### config.mk
export PLATFORM = sky130hd
export DESIGN_NAME = sat_counter
export DESIGN_NICKNAME = d
export VERILOG_FILES = /design/src/rtl/sat_counter.sv
export SDC_FILE = /design/constraint.sdc
export NUM_CORES = 1
export LEC_CHECK = 0
export ABC_CLOCK_PERIOD_IN_PS = 2900
export CAP_MARGIN = 20
export CORE_MARGIN = 5
export CORE_UTILIZATION = 30
export DETAILED_ROUTE_END_ITERATION = 8
export SYNTH_ARGS = -nofsm -noshare
export SYNTH_HDL_FRONTEND = slang
export SYNTH_SLANG_ARGS = --single-unit
export TNS_END_PERCENT = 10
### constraint.sdc
create_clock -name clock -period 2.9 [get_ports clock]
set_clock_uncertainty 0.15 [all_clocks]
set_input_delay 0.29 -clock clock [delete_from_list [all_inputs] [get_ports clock]]
set_output_delay 0.29 -clock clock [all_outputs]
set_load 0.1 [all_outputs]
### src/rtl/sat_counter.sv
// sat_counter: up counter with synchronous clear that holds at all-ones
module sat_counter #(
   parameter int W = 8
) (
   input  logic         clock,
   input  logic         reset,
   input  logic         clear,
   input  logic         enable,
   output logic [W-1:0] count
);

   // clear wins over enable; counting stops once every bit is set
   always_ff @(posedge clock or posedge reset)
      if (reset) count <= '0;
      else if (clear) count <= '0;
      else if (enable && count != '1) count <= count + W'(1);

endmodule

Yosys cells after proc, flatten, opt, wreduce, memory -nomap -nowiden
Cells that the tools add are included.
{"block": "word_totals", "register_bits": 8, "elab_cells": 7}
{"block": "op_classes", "mux": 2, "n_addsub": 1, "eq_ne": 1, "n_reduce_logical": 2}
{"operator": "$mux 8", "count": 2}
{"operator": "$add 8x1->8 const B", "count": 1}
{"operator": "$ne 8x8->1 const B", "count": 1}
{"operator": "$reduce_bool 2->1", "count": 1}
{"operator": "$logic_and 1x1->1", "count": 1}

Longest topological paths before layout
Gate-level depths: netlist of the first run.
{"block": "depth", "word_depth": 4, "depth_mapped": 4, "depth_no_buf": 4}

Worst setup path before layout of the first run
OpenSTA, ideal clock, no wires.
{"block": "synth_path", "kind": "register -> register", "start": "reg count[0]", "end": "reg count[5]", "slack_ps": 659, "arrival_time_ps": 1966, "stages_incl_launch_ff": 5, "required_time_ps": 2625, "setup_time_ps": 125, "n_path_buf": 0, "path_cell_list": "dfrtp_1 -> ha_1 -> and3_1 -> a211oi_2 -> mux2_4"}
{"block": "synth_between", "elab_chain_cells": 3, "word_cells_on_any_way": 6, "cone_classes": "1 x add/sub; 1 x eq/ne; 2 x mux; 2 x reduce/logical"}
{"element": "start, declared", "line_no": "9", "rtl": "output logic [W-1:0] count"}
{"element": "start signal, assigned", "line_no": "16", "rtl": "else if (enable && count != '1) count <= count + W'(1);"}
{"element": "$add 8x1->8 / $ne 8x8->1 (equally long branches)", "line_no": "16"}
{"element": "$mux 8 / $logic_and 1x1->1 (equally long branches)", "line_no": "16"}
{"element": "$mux 8 / $reduce_bool 2->1 (equally long branches)"}
Parallel ways exist; a longest one is shown, timed or not. The select of a mux whose other input is x is not followed.
A chain may end at the register's enable or synchronous reset.

Worst setup path in the final report of the first run
Same ends and word-level chain as after synthesis.

==> results of run 1 <==
==> cell usage after synthesis <==
library cell / count / area share [%]
mux2i_1: 1 / 2.0
and2b_1: 1 / 1.5
nor3_1: 1 / 0.99
dfrtp_1: 8 / 40
nand4b_1: 1 / 1.7
and3_1: 1 / 1.2
nor2b_1: 4 / 5.0
mux2_4: 4 / 12
a21boi_2: 1 / 2.2
o311a_1: 1 / 2.0
a21oi_1: 2 / 2.0
inv_1: 2 / 1.5
o21bai_1: 1 / 1.5
ha_1: 1 / 2.5
and4_1: 1 / 1.7
a21oi_2: 2 / 3.5
clkbuf_1: 1 / 0.74
nand2_1: 4 / 3.0
buf_6: 1 / 2.2
nand2b_1: 1 / 1.2
a211oi_2: 1 / 2.5
o211a_1: 1 / 2.0
nand3_1: 2 / 2.0
nor2_1: 4 / 3.0
nand4_1: 2 / 2.5
==> layer usage <==
layer | vias up | global-route usage [%]
met5 | - | 0
met4 | 0 | 2.55
met3 | 3 | 5.23
met2 | 11 | 12.4
met1 | 178 | 11.6
li1 | 204 | -
==> power groups by stage <==
stage	Sequential, mW	Clock (mW)	Combinational, mW
after floorplan	0.139	0	0.0132
after global placement	0.120	0	0.0444
after detailed placement	0.120	0	0.0446
after CTS	0.118	0.0900	0.0447
after global routing	0.118	0.0967	0.0477
final	0.118	0.0841	0.0440
==> final cells by class <==
| cell class | instances | share of cell area (%) |
|---|---|---|
| Tap cell | 16 | 3.22 |
| Clock buffer | 3 | 3.62 |
| Inverter | 2 | 1.21 |
| Sequential cell | 8 | 32.2 |
| Timing Repair Buffer | 11 | 14.5 |
| Multi-Input combinational cell | 37 | 45.3 |
==> worst paths after layout <==
check / cells past startpoint / to / slack, ns
min: 2 / count[0] / 0.13
max: 4 / count[5] / 1.12
max reg2reg: 4 / count[5] / 1.12
max in group asynchronous: 2 / count[4] / 2.23
min reg2reg: 2 / count[1] / 0.43
min in group clock: 2 / count[1] / 0.43
==> metrics by stage <==
stage / area [um2] / power (mW) / utilization [%] / worst slack (ns) / instances
final: 622 / 0.246 / 40.3 / 1.12 / 77
after detailed placement: 599 / 0.165 / 38.9 / 1.02 / 74
after floorplan: 504 / 0.152 / - / 0.659 / 49
after global routing: 622 / 0.263 / 40.3 / 1.02 / 77
after CTS: 622 / 0.253 / 40.3 / 1.12 / 77
after global placement: 599 / 0.164 / 38.9 / 1.03 / 74
==> cell families after synthesis <==
| logic type | count (synthesis) | share of synthesized area (%) |
|---|---|---|
| adders and majority gates | 1 | 2.48 |
| buffers and inverters | 4 | 4.47 |
| and+or+nand+nor | 22 | 23.8 |
| AOI/OAI and AO/OA | 9 | 15.6 |
| DFF | 8 | 39.7 |
| muxes | 5 | 13.9 |
==> PnR_summary.wiki, run 1 <==
{| class="wikitable"
! Metric !! Value
|-
| Status || finished, final reports clean
|-
| Internal power summed over all cells || 175 uW
|-
| CTS tree || built
|-
| Leakage power summed over all cells || 0.302 nW
|-
| Part of the Yosys area used for sequential elements || 39.7%
|-
| Initial standard-cell utilization of the core || 32.7%
|-
| Drt total wl || 932 um
|-
| Area Overhead vs Synth || 23.3%
|-
| CTS Root Cell || clkbuf_4
|-
| Final-report max-slew violation count || 0
|-
| Num ports || 12
|-
| Clock input transition at the sequential cells of the worst setup and hold paths || 0.05 ns
|-
| Crit path max fanout || 5
|-
| Area of the core || 1540 um2
|-
| CTS Hold Bufs || 0
|-
| Sequence of cells on the critical path || ha_1 > and3_1 > a211oi_2 > mux2_4
|-
| Max FFs per register || 8
|-
| Highest metal layer with signal wires || met4
|-
| Floorplan die height || 51.0 um
|-
| Residual antenna-violating net count after detailed routing || 0
|-
| I/O Buffers || 11
|-
| Number of hold violations in the final report || 0
|-
| Total number of vias || 396
|-
| Combinational fraction of design power || 17.9%
|-
| Count of max-cap constraint violations || 0
|-
| Total number of H-tree levels || 1
|-
| Element type at the critical path end || flop
|-
| Number of gates resized after cts || 0
|-
| Type of the worst setup path || flop to flop
|-
| Total setup violations reported at the end of the flow || 0
|-
| Power density relative to cell area || 396 nW/um2
|-
| Final HPWL DP || 748 um
|-
| Total negative setup slack || 0 ns
|-
| Worst skew pair latency || 0.25 ns
|-
| Minimum clock period || 1.78 ns
|-
| Critical path's slowest cell || dfrtp_1
|-
| Area taken by multi-input logic gates || 282 um2
|-
| Crit path launch || count[0]
|-
| Timing-limited maximum frequency || 563 MHz
|-
| WHS || 0.132 ns
|-
| Met1 wire length || 434 um
|-
| Initial antenna violation count || 0
|-
| Final Net Count || 68
|-
| # clock sinks || 8
|-
| Overall overflow remaining after global route || 0
|-
| 1st-iter DRT viols || 6
|-
| Proportion of layout cells with a drive suffix above 1 || 31.1%
|-
| Final weighted congestion in routability-driven placement || 0.786
|-
| Sort of element at the start of the critical path || flop
|-
| Number of global-route vias before repair || 388
|-
| Filler Cell Count || 155
|-
| Critical path buffer and inverter count || 0
|-
| Reg area || 200 um2
|-
| WL/cell || 12.1 um
|-
| Switching power summed over all nets || 71.1 uW
|-
| Flop and latch count out of synthesis || 8
|-
| Buffer depth of the longest clock path || 2
|-
| Overall track demand over capacity in global routing || 8.92%
|-
| Proportion of power drawn by the clock network || 34.2%
|-
| Antenna Cells || 0
|-
| Area of the mapped netlist || 504 um2
|-
| Data arrival, critical path || 1.76 ns
|-
| Register ranked first by flip-flop count || count
|-
| Kind of path behind the tightest hold check || input port to async pin
|-
| Data required time of the worst path || 2.89 ns
|-
| Largest stage delay, worst path || 0.42 ns
|-
| Worst relative slew slack || 78.9%
|-
| Switching power as a share of total power || 28.9%
|-
| Setup repair after global routing missed its margin || false
|-
| Sequential Power Share || 48.0%
|-
| Post-route DRC violation count || 0
|-
| Maximum ir drop on the vdd rail || 0.000228 V
|-
| R2R Path Start || count[0]
|-
| Gate count of the mapped netlist || 49
|-
| Post-CTS Setup Bufs || 0
|-
| Pin slew with the least headroom to its limit || 0.316 ns
|-
| Number of CTS-inserted buffers || 3
|-
| Top library cells by usage in the layout, fill and taps aside || dfrtp_1, buf_4
|-
| Biggest regs || count x8
|-
| Length of the first detailed-routing pass in iterations || 4
|-
| Detailed route wirelength on metal2 || 408 um
|-
| Die width || 51.0 um
|-
| Synthesis warning total || 0
|-
| Delay-heaviest family, CP || flip-flops
|-
| Site Rows || 14
|-
| Synthesized netlist net count || 54
|-
| Number of distinct library cells after synthesis || 25
|-
| First-pass GRT wire length || 1.74 mm
|-
| Amount of wire on met3 after detailed routing || 77 um
|-
| Pin count of the biggest net entering global routing || 11
|-
| Syn avg cell area || 10.3 um2
|-
| Die area || 2600 um2
|-
| Via density per instance || 5.14
|-
| Fin crit share || 61.2%
|}
Power figures use the tool's default switching activity.
==> run 2, diff against run 1 <==
Settings changed: ABC_CLOCK_PERIOD_IN_PS 2900 to 1900.
Clock period 2.9 ns to 1.9 ns, I/O delays scaled along.
==> run 2 against run 1 <==
Clock power is 64% higher. Via count is 4.0% higher. Die area stayed put. First-iteration DRC count is the same. Core utilization rose by 4.5 points. Combinational power rose by 56%. Fmax decreased by 0.43%. Critical endpoint unchanged. Largest cell class unchanged.
==> PnR_summary.wiki, run 2 (synthesized netlist as in run 1, its figures left out) <==
{| class="wikitable"
! Metric !! Value
|-
| Timing-limited maximum frequency || 561 MHz (was 563 MHz)
|-
| Element type at the critical path end || flop (unchanged)
|-
| Setup slack at placement || 0.108 ns (was 1.02 ns)
|-
| Number of CTS-inserted buffers || 3 (unchanged)
|-
| Area taken by multi-input logic gates || 282 um2 (unchanged)
|-
| WL/cell || 12.6 um (was 12.1 um)
|-
| Maximum ir drop on the vdd rail || 0.000467 V (was 0.000228 V)
|-
| Fin crit share || 93.8% (was 61.2%)
|-
| Final HPWL DP || 794 um (was 748 um)
|-
| Worst skew pair latency || 0.26 ns (was 0.25 ns)
|-
| Die area || 2600 um2 (unchanged)
|-
| Number of global-route vias before repair || 410 (was 388)
|-
| Worst R2R End || count[5] (unchanged)
|-
| Data required time of the worst path || 1.89 ns (was 2.89 ns)
|-
| Via density per instance || 5.22 (was 5.14)
|-
| CTS Hold Bufs || 0 (unchanged)
|-
| Area of the core || 1540 um2 (unchanged)
|-
| Overall overflow remaining after global route || 0 (unchanged)
|-
| Setup slack of the most critical reg-to-reg path || 0.12 ns (was 1.12 ns)
|-
| Drt total wl || 992 um (was 932 um)
|-
| # clock sinks || 8 (unchanged)
|-
| Final WS setup || 0.117 ns (was 1.12 ns)
|-
| Data arrival, critical path || 1.78 ns (was 1.76 ns)
|-
| Largest stage delay, worst path || 0.43 ns (was 0.42 ns)
|-
| Worst relative slew slack || 77.5% (was 78.9%)
|-
| Clock input transition at the sequential cells of the worst setup and hold paths || 0.06 ns (was 0.05 ns)
|-
| Site Rows || 14 (unchanged)
|-
| Status || finished, final reports clean (unchanged)
|-
| Sort of element at the start of the critical path || flop (unchanged)
|-
| Number of hold violations in the final report || 0 (unchanged)
|-
| Max FFs per register || 8 (unchanged)
|-
| Proportion of layout cells with a drive suffix above 1 || 42.9% (was 31.1%)
|-
| Most common cell after layout, fill and taps aside || dfrtp_2
|-
| Buffer depth of the longest clock path || 2 (unchanged)
|-
| Setup repair after global routing missed its margin || false (unchanged)
|-
| Final Net Count || 69 (was 68)
|-
| Total number of vias || 412 (was 396)
|-
| Critical path buffer and inverter count || 0 (unchanged)
|-
| Post-CTS Setup Bufs || 0 (unchanged)
|-
| 1st-iter DRT viols || 6 (unchanged)
|-
| Path length in cells of the critical path || 4 (unchanged)
|-
| First-pass GRT wire length || 1.71 mm (was 1.74 mm)
|-
| Power density relative to cell area || 559 nW/um2 (was 396 nW/um2)
|-
| Pin slew with the least headroom to its limit || 0.336 ns (was 0.316 ns)
|-
| Initial standard-cell utilization of the core || 32.7% (unchanged)
|-
| Floorplan die height || 51.0 um (unchanged)
|-
| Length of the first detailed-routing pass in iterations || 4 (unchanged)
|-
| Biggest regs || count x8 (unchanged)
|-
| CTS Root Cell || clkbuf_4 (unchanged)
|-
| Worst reg-to-reg path cell count || 4 (unchanged)
|-
| I/O Buffers || 11 (unchanged)
|-
| Register ranked first by flip-flop count || count (unchanged)
|-
| Post-route DRC violation count || 0 (unchanged)
|-
| Final-report max-slew violation count || 0 (unchanged)
|-
| Leakage power summed over all cells || 0.308 nW (was 0.302 nW)
|-
| Kind of path behind the tightest hold check || input port to async pin (unchanged)
|-
| WHS || 0.0235 ns (was 0.132 ns)
|-
| Total setup violations reported at the end of the flow || 0 (unchanged)
|-
| Minimum clock period || 1.78 ns (about the same)
|-
| Sequence of cells on the critical path || ha_1 > and3_1 > a211oi_2 > mux2_4 (unchanged)
|-
| Reg area || 209 um2 (was 200 um2)
|-
| Overall track demand over capacity in global routing || 8.68% (was 8.92%)
|-
| Residual antenna-violating net count after detailed routing || 0 (unchanged)
|-
| Critical path's slowest cell || dfrtp_2 (was dfrtp_1)
|-
| Filler Cell Count || 156 (was 155)
|-
| Area Overhead vs Synth || 37.2% (was 23.3%)
|-
| R2R Path Start || count[0] (unchanged)
|-
| Share of the core filled with cells in the final layout || 44.9% (was 40.3%)
|-
| Delay-heaviest family, CP || flip-flops (unchanged)
|-
| Final weighted congestion in routability-driven placement || 0.819 (was 0.786)
|-
| Total number of H-tree levels || 1 (unchanged)
|-
| Top library cells by usage in the layout, fill and taps aside || dfrtp_2, buf_4 (was dfrtp_1, buf_4)
|-
| CTS tree || built (unchanged)
|-
| Crit path max fanout || 5 (unchanged)
|-
| Tot Pwr || 387 uW (was 246 uW)
|-
| Count of max-cap constraint violations || 0 (unchanged)
|-
| Initial antenna violation count || 0 (unchanged)
|-
| Pin count of the biggest net entering global routing || 11 (unchanged)
|-
| Antenna Cells || 0 (unchanged)
|-
| Die width || 51.0 um (unchanged)
|-
| Num ports || 12 (unchanged)
|-
| Number of gates resized after cts || 0 (unchanged)
|-
| Type of the worst setup path || flop to flop (unchanged)
|}
run 2: cell count changes in the layout (fill, tap and decap cells not counted), sizes merged:
cell	before	now
buf	8	9
clkbuf	3	4
run 2: worst max-delay path by stage:
stage	start	to	slack [ns]
floorplan	count[7]	count[5]	-0.10
global placement	enable	count[5]	0.13
detailed placement	enable	count[5]	0.11
CTS	count[0]	count[5]	0.11
global route	count[0]	count[5]	0.03
finish	count[0]	count[5]	0.12
run 2: power breakdown:
part           internal, mW  switching, mW
Clock                0.0803         0.0577
Combinational        0.0212         0.0473
Sequential            0.175        0.00506
run 2: cell type report:
type	instances	area share, %
Tap cell	16	2.89
Multi-Input combinational cell	37	40.7
Sequential cell	8	30.2
Timing Repair Buffer	12	21.3
Inverter	2	1.08
Clock buffer	4	3.80
run 2: stage by stage:
step           std cells  instance area, um2  TNS, ns
2_1_floorplan         49                 513   -0.289
3_3_place_gp          75                 666        0
3_5_place_dp          75                 666        0
4_1_cts               79                 692        0
5_1_grt               79                 692        0
6_report              79                 692        0
run 2: layer usage:
metal	global-route usage [%]	wire (um)
met1	9.82	442
met2	14.3	474
met3	4.36	61
met4	2.55	14
met5	0	0
run 2: worst register-to-register path, stage by stage (launching register included):
cell and delay, ns:
dfrtp_2 0.43, ha_1 0.25, and3_1 0.25, a211oi_2 0.27, mux2_4 0.32
